## src/rtl/systolic_ctrl_tiled.sv

```systemverilog
// systolic_ctrl_tiled: sequencing controller for the systolic array datapath.
// Walks the operand SRAM address inside a base/limit window, enables the
// array shift/multiply and indexes output-SRAM write-out over a run-time
// number of result sets. The optional stall freeze is built only when the
// macro SYSTOLIC_CTRL_STALL_EN is defined; otherwise the stall port is ignored.
`timescale 1ns/1ps
module systolic_ctrl_tiled #(
    parameter int ARRAY_SIZE  = 8,
    parameter int ADDR_WIDTH  = 7,
    parameter int SET_WIDTH   = 4,
    parameter int CYCLE_BITS  = 9,
    parameter int MATRIX_BITS = 6
) (
    input  logic                   clk,
    input  logic                   srstn,
    input  logic                   tpu_start,
    input  logic [SET_WIDTH-1:0]   num_sets,
    input  logic [ADDR_WIDTH-1:0]  addr_base,
    input  logic [ADDR_WIDTH-1:0]  addr_max,
    input  logic                   stall,
    output logic                   busy,
    output logic                   sram_write_enable,
    output logic [ADDR_WIDTH-1:0]  addr_serial_num,
    output logic                   alu_start,
    output logic [CYCLE_BITS-1:0]  cycle_num,
    output logic [MATRIX_BITS-1:0] matrix_index,
    output logic [SET_WIDTH-1:0]   data_set,
    output logic                   tpu_done
);

    typedef enum logic [1:0] {
        IDLE = 2'd0,
        LOAD = 2'd1,
        WAIT = 2'd2,
        ROLL = 2'd3
    } state_t;

    // Writes begin once the array pipeline has filled (N+1 ROLL cycles).
    localparam logic [CYCLE_BITS-1:0]  WRITE_START = CYCLE_BITS'(ARRAY_SIZE + 1);
    localparam logic [MATRIX_BITS-1:0] MI_LAST     = MATRIX_BITS'(2 * ARRAY_SIZE - 1);
    localparam logic [MATRIX_BITS-1:0] MI_ONE      = MATRIX_BITS'(1);
    localparam logic [CYCLE_BITS-1:0]  CYC_ONE     = CYCLE_BITS'(1);
    localparam logic [SET_WIDTH-1:0]   SET_ONE     = SET_WIDTH'(1);
    localparam logic [ADDR_WIDTH-1:0]  ADDR_ONE    = ADDR_WIDTH'(1);
    localparam logic [ADDR_WIDTH-1:0]  ADDR_TWO    = ADDR_WIDTH'(2);

    state_t                 state_q;
    logic [SET_WIDTH-1:0]   sets_q;
    logic [ADDR_WIDTH-1:0]  base_q;
    logic [ADDR_WIDTH-1:0]  max_q;
    logic [ADDR_WIDTH-1:0]  addr_q;
    logic [CYCLE_BITS-1:0]  cycle_q;
    logic [MATRIX_BITS-1:0] mi_q;
    logic [SET_WIDTH-1:0]   ds_q;
    logic                   done_q;

    logic [SET_WIDTH-1:0]   sets_d;
    logic                   stall_eff;
    logic                   roll_fire;
    logic                   write_fire;
    logic                   last_write;

`ifdef SYSTOLIC_CTRL_STALL_EN
    // Stall only has meaning while a run is in progress.
    assign stall_eff = stall & (state_q != IDLE);
`else
    logic unused_stall;
    assign unused_stall = stall;
    assign stall_eff    = 1'b0;
`endif

    // A zero set count still produces one result set.
    assign sets_d     = (num_sets == '0) ? SET_ONE : num_sets;
    assign roll_fire  = (state_q == ROLL) && !stall_eff;
    assign write_fire = roll_fire && (cycle_q >= WRITE_START);
    assign last_write = write_fire && (mi_q == MI_LAST) && (ds_q == sets_q - SET_ONE);

    // Control state machine, address walker and write-out counters.
    always_ff @(posedge clk) begin
        if (!srstn) begin
            state_q <= IDLE;
            sets_q  <= '0;
            base_q  <= '0;
            max_q   <= '0;
            addr_q  <= '0;
            cycle_q <= '0;
            mi_q    <= '0;
            ds_q    <= '0;
            done_q  <= 1'b0;
        end else begin
            done_q <= 1'b0;
            case (state_q)
                IDLE: begin
                    if (tpu_start) begin
                        sets_q  <= sets_d;
                        base_q  <= addr_base;
                        max_q   <= addr_max;
                        addr_q  <= addr_base;
                        state_q <= LOAD;
                    end
                end
                LOAD: begin
                    if (!stall_eff) begin
                        addr_q  <= base_q + ADDR_ONE;
                        state_q <= WAIT;
                    end
                end
                WAIT: begin
                    if (!stall_eff) begin
                        addr_q  <= base_q + ADDR_TWO;
                        state_q <= ROLL;
                    end
                end
                ROLL: begin
                    if (!stall_eff) begin
                        if (cycle_q != '1) begin
                            cycle_q <= cycle_q + CYC_ONE;
                        end
                        if (addr_q < max_q) begin
                            addr_q <= addr_q + ADDR_ONE;
                        end
                        if (last_write) begin
                            state_q <= IDLE;
                            done_q  <= 1'b1;
                            cycle_q <= '0;
                            mi_q    <= '0;
                            ds_q    <= '0;
                        end else if (write_fire) begin
                            if (mi_q == MI_LAST) begin
                                mi_q <= '0;
                                ds_q <= ds_q + SET_ONE;
                            end else begin
                                mi_q <= mi_q + MI_ONE;
                            end
                        end
                    end
                end
                default: begin
                    state_q <= IDLE;
                    cycle_q <= '0;
                    mi_q    <= '0;
                    ds_q    <= '0;
                end
            endcase
        end
    end

    assign busy              = (state_q != IDLE);
    assign alu_start         = roll_fire;
    assign sram_write_enable = write_fire;
    assign addr_serial_num   = addr_q;
    assign cycle_num         = cycle_q;
    assign matrix_index      = mi_q;
    assign data_set          = ds_q;
    assign tpu_done          = done_q;

endmodule

```

## config.mk

```make
export PLATFORM = sky130hd
export DESIGN_NAME = systolic_ctrl_tiled
export DESIGN_NICKNAME = d
export VERILOG_FILES = /design/src/rtl/systolic_ctrl_tiled.sv
export SDC_FILE = /design/constraint.sdc
export NUM_CORES = 1
export LEC_CHECK = 0
export CAP_MARGIN = 10
export CORE_ASPECT_RATIO = 1.5
export CORE_MARGIN = 2
export CORE_UTILIZATION = 58
export CTS_BUF_LIST = sky130_fd_sc_hd__clkbuf_2 sky130_fd_sc_hd__clkbuf_4 sky130_fd_sc_hd__clkbuf_8
export CTS_CLUSTER_DIAMETER = 40
export DETAILED_ROUTE_END_ITERATION = 8
export PLACE_DENSITY = 0.85
export SYNTH_ARGS = -nofsm -noshare
export SYNTH_HDL_FRONTEND = slang
export SYNTH_SLANG_ARGS = --single-unit
```

## constraint.sdc

```tcl
create_clock -name clk -period 3.52 [get_ports clk]
set_input_delay 0.704 -clock clk [delete_from_list [all_inputs] [get_ports clk]]
set_output_delay 0.704 -clock clk [all_outputs]
set_load 0.01 [all_outputs]
```

Word-level counts from Yosys, hierarchy flattened
Index checks and enable logic that the tools add are counted.

Output and inout port bits: 30. Flip-flop bits (word level): 47. Input port bits: 22.

Add/subtract/negate cells: 7. Eq/ne operators: 9. Order comparisons: 2. Mux-type cells: 16. Reduce and logical (&&, ||, !) cells: 16.

Operators by type and width (count): 7-bit case mux with 4 select lines (1); 6-bit 2-to-1 mux (3); 9-bit 2-to-1 mux (2); 4-bit 2-to-1 mux (4); 7-bit by 1-bit adder with 7-bit output (second input constant) (2); 7-bit 2-to-1 mux (2); 2-bit AND reduction (6); 9-bit by 1-bit adder with 9-bit output (second input constant) (1); 9-bit by 4-bit greater-or-equal comparator with 1-bit output (second input constant) (1); 9-bit != test (second input constant) (1); 2-bit case mux with 4 select lines (1); 2-bit nonzero test (4); 7-bit by 2-bit adder with 7-bit output (second input constant) (1); 7-bit < comparator (1); 6-bit by 1-bit adder with 6-bit output (second input constant) (1); 6-bit by 4-bit == test with 1-bit output (second input constant) (1); 4-bit by 1-bit adder with 4-bit output (second input constant) (1); 2-bit == test (second input constant) (2); 4-bit == test (1); 4-bit zero test (1); 2-bit 2-to-1 mux (2); 2-bit by 1-bit != test with 1-bit output (second input constant) (2); 4-bit by 1-bit subtractor with 4-bit output (second input constant) (1); 1-bit logical AND (3); 5 further kinds (5).

Logic depth before layout (Yosys ltp)
Depth in word-level cells: 6. Gate-level depth with buffers: 10.

Worst setup path after synthesis
No wires, ideal clock.

Path type: flip-flop to flip-flop. Start: register state_q[0]. End: register addr_q[2], in the netlist addr_serial_num[2]. Period minus slack after synthesis: 2.283 ns. Path buffers: 1. Setup slack: 1.237 ns. Arrival time: 2.157 ns. Cell stages (with the launch flop): 9. Cell sequence: dfxtp_1 -> ha_1 -> buf_2 -> mux2_2 -> ha_1 -> a221o_1 -> a221o_1 -> o2111ai_1 -> o21ai_0.

Longest elaborated chain between the ends: 3.

RTL lines: start: declaration (RTL line 47) `state_t state_q;`; start signal: assignment (RTL line 81) `state_q <= IDLE;`; start signal: assignment (RTL line 99) `state_q <= LOAD;`; start signal: assignment (RTL line 105) `state_q <= WAIT;`; 2-bit == test (*); net alu_start (RTL line 24) `output logic alu_start,`; 2-bit by 1-bit != test with 1-bit output (no line); 2-bit AND reduction (no line); end signal: assignment (RTL line 98) `addr_q <= addr_base;`; end signal: assignment (RTL line 104) `addr_q <= base_q + ADDR_ONE;`; end signal: assignment (RTL line 110) `addr_q <= base_q + ADDR_TWO;`; end: declaration (RTL line 51) `logic [ADDR_WIDTH-1:0] addr_q;`.

The timed path passes the listed nets; every way through them passes the cells marked *. A chain may end at the register's enable or synchronous reset.

Worst setup path in the final report
Start: register cycle_q[1], in the netlist cycle_num[1]. End: output sram_write_enable.

Longest elaborated chain between the ends: 2.

RTL lines: start: declaration (RTL line 52) `logic [CYCLE_BITS-1:0] cycle_q;`; start signal: assignment (RTL line 117) `cycle_q <= cycle_q + CYC_ONE;`; 9-bit by 4-bit greater-or-equal comparator with 1-bit output (RTL line 75) `assign write_fire = roll_fire && (cycle_q >= WRITE_START);`; 1-bit logical AND (RTL line 75); end: declaration (RTL line 22) `output logic sram_write_enable,`.

No other way between the ends.

==> impl_metrics.csv <==
group,metric,value,unit
layout,fin_nets,410,
die,dieArea,0.00513,mm2
sta,setup_viol,0,
placement,place_congestion,0.832,
yosys,synth_area,0.00265,mm2
sta,timing.slew.headroom,0.470,
clock_network,cts_buffers,5,
worst_setup_path,cp.required,2.82,ns
layout,design_area,0.00327,mm2
sta,period_share,0.842,
yosys,ys_ff_latch,47,
placement,hpwl,4560,um
clock_network,h-tree-depth,2,
job,maxCapViolCount,0,
global_routing,grt_pass1_wl,10300,um
layout,final_core_util,0.732,
yosys,post-synth-top-area-cell,"dfxtp_1",
yosys,synth_warnings,0,
sta,hold_viol,0,
clock_network,clk_pin_slew,0.09,ns
power,power_leakage,1.23,nW
power,peakVddDrop,292,uV
sta,tightest_slew,0.794,ns
clock_network,cts_sinks,47,
route,drc,0,
yosys,yosysSeqAreaShare,0.356,
placement,dpl.cell_count,410,
sta,rsz0062_at_grt,"no",
worst_setup_path,cp_max_fo,7,
placement,io_buffers,50,
route,dr.pass1.iters,4,
worst_setup_path,criticalPathCategory,"register to primary output",
die,start_util,0.592,
clock_network,clk_latency,0.30,ns
yosys,syn-num-nets,366,
sta,fin_tns_setup,0,ns
die,die_w,59.1,um
global_routing,gr-total-overflow,0,
clock_network,cts_max_path_buffers,2,
route,vias,2436,
global_routing,busiest_layer,"met2",
layout,diodes,0,
yosys,synth_cell_types,45,
sta,slew_violations,0,
yosys,synthCells,325,
layout,final_cell_mix,"nand2_1, clkdlybuf4s50_1, dfxtp_1",
yosys,synth_top_area_share,0.356,
route,drt_wl_total,6210,um
route,vias_per_cell,5.83,
sta,skew,0.00940,ns
worst_setup_path,worstPathArrival,2.26,ns
yosys,synth_edf_count,0,
yosys,synth.area.top_cells,"dfxtp_1, ha_1, nand2_1, a21oi_1, xor2_1",
global_routing,use_met1,0.274,
layout,drive_above_1_share,0.0514,
yosys,ys.flop_type,"dfxtp_1",
route,wl_per_cell,14.9,um
global_routing,track_usage,0.259,
global_routing,grt_pass1_vias,2402,
placement,place_area,0.00314,mm2
route,drtIter0Drc,95,
die,core-area,0.00447,mm2
yosys,post_synth.cell_area_avg,8.14,um2
clock_network,cts_hold_buf,0,
clock_network,cts.repair.resized,0,
yosys,async_flop_share,0,
sta,min_period,2.96,ns
global_routing,gr-usage-met2,0.470,
global_routing,met3_usage,0.0448,
layout,final_common_cell,"nand2_1",
sta,max_freq,337,MHz
layout,fin_cells,418,
min_path,worstHoldPathType,"register to register",
worst_setup_path,worstSetupStartpointType,"register",
clock_network,cts-root-buf,"clkbuf_8",
die,fp.dieH,86.7,um
route,ant_nets,0,
clock_network,cts_setup_buffers,0,
global_routing,antenna_found_initial,0,
global_routing,grt_max_degree,28,
die,std_cell_rows,30,
die,io_pins,52,
layout,area_growth,23.7,%
run_status,status,"finished, final reports clean",
power,power_density,623,mW/mm2
worst_setup_path,worst_setup_path_end_kind,"primary output",
clock_network,cts_tree,"yes",
[path summary, 6_finish.rpt]
| kind | endpoint | from | depth (start not counted) | slack (ns) |
|---|---|---|---|---|
| setup / recovery | sram_write_enable | cycle_num[1] | 6 | 0.56 |
| hold / removal | max_q[4] | max_q[4] | 2 | 0.46 |
| setup reg to reg | addr_serial_num[2] | state_q[1] | 7 | 1.01 |
| hold reg to reg | max_q[4] | max_q[4] | 2 | 0.46 |
[cell usage after synthesis (all sizes together) (2+ instances only)]
cell,count
clkinv,2
and3,3
inv,16
mux2i,4
nor2b,2
nor3,4
ha,19
nand2,56
o211ai,3
o21ai,16
or4,3
a21oi,29
o221ai,3
a21o,2
nand3,12
xor2,13
a221o,2
nand2b,6
nand4,4
o2111ai,3
dfxtp,47
a31oi,4
a211oi,3
buf,7
nor2,29
o22ai,3
xnor2,12
mux2,2
clkbuf,7
[metal layers]
metal / part of all wire / up-vias / wire length, um
li1: - / 1206 / -
met1: 0.39 / 1134 / 2410
met2: 0.54 / 77 / 3350
met3: 0.042 / 19 / 258
met4: 0.031 / 0 / 195
met5: 0 / - / 0
[cells by family (layout without fill, tap and decap cells)]
group | Yosys count | count (layout) | synth area share
AO/OA/AOI/OAI | 73 | 73 | 0.178
XOR/XNOR | 25 | 25 | 0.0828
adder cells (fa/ha/maj) | 19 | 19 | 0.0899
buffers and inverters | 32 | 77 | 0.0549
flip-flops | 47 | 47 | 0.356
multiplexers | 6 | 6 | 0.0237
AND/OR/NAND/NOR | 123 | 123 | 0.215
[area by class of cell]
class	count	area (um2)
clock buffer	5	68.8
clock inverter	3	67.6
fill	349	1190
inverter	18	67.6
multi-input combinational	246	1560
sequential	47	941
tap	48	60.1
timing repair buffer	51	508
[stage by stage]
stage,setup slack [ns],total power [mW],hold slack (ns)
after floorplan,1.24,1.30,0.436
after global placement,0.910,1.54,0.444
after detailed placement,0.883,1.57,0.451
after CTS,0.529,2.04,0.464
after global routing,0.444,2.17,0.491
final,0.556,2.04,0.460
[report_power, final]
part | total (mW) | switching [mW] | internal [mW]
combinational | 0.809 | 0.433 | 0.375
clock | 0.472 | 0.189 | 0.283
sequential | 0.756 | 0.131 | 0.625
total | 2.04 | 0.753 | 1.28
[sequential cells by signal, summed over array words and instances (netlist names)]
name	count
state_q	2
data_set	4
addr_serial_num	7
sets_q	4
tpu_done	1
max_q	7
matrix_index	6
base_q	7
cycle_num	9
[critical path: stages (launching register included)]
cell and delay [ns]:
dfxtp_1 0.42, inv_1 0.07, ha_1 0.18, o41a_1 0.35
o31ai_4 0.32, inv_1 0.12, clkdlybuf4s50_1 0.50
(Power assumes the default switching activity.)
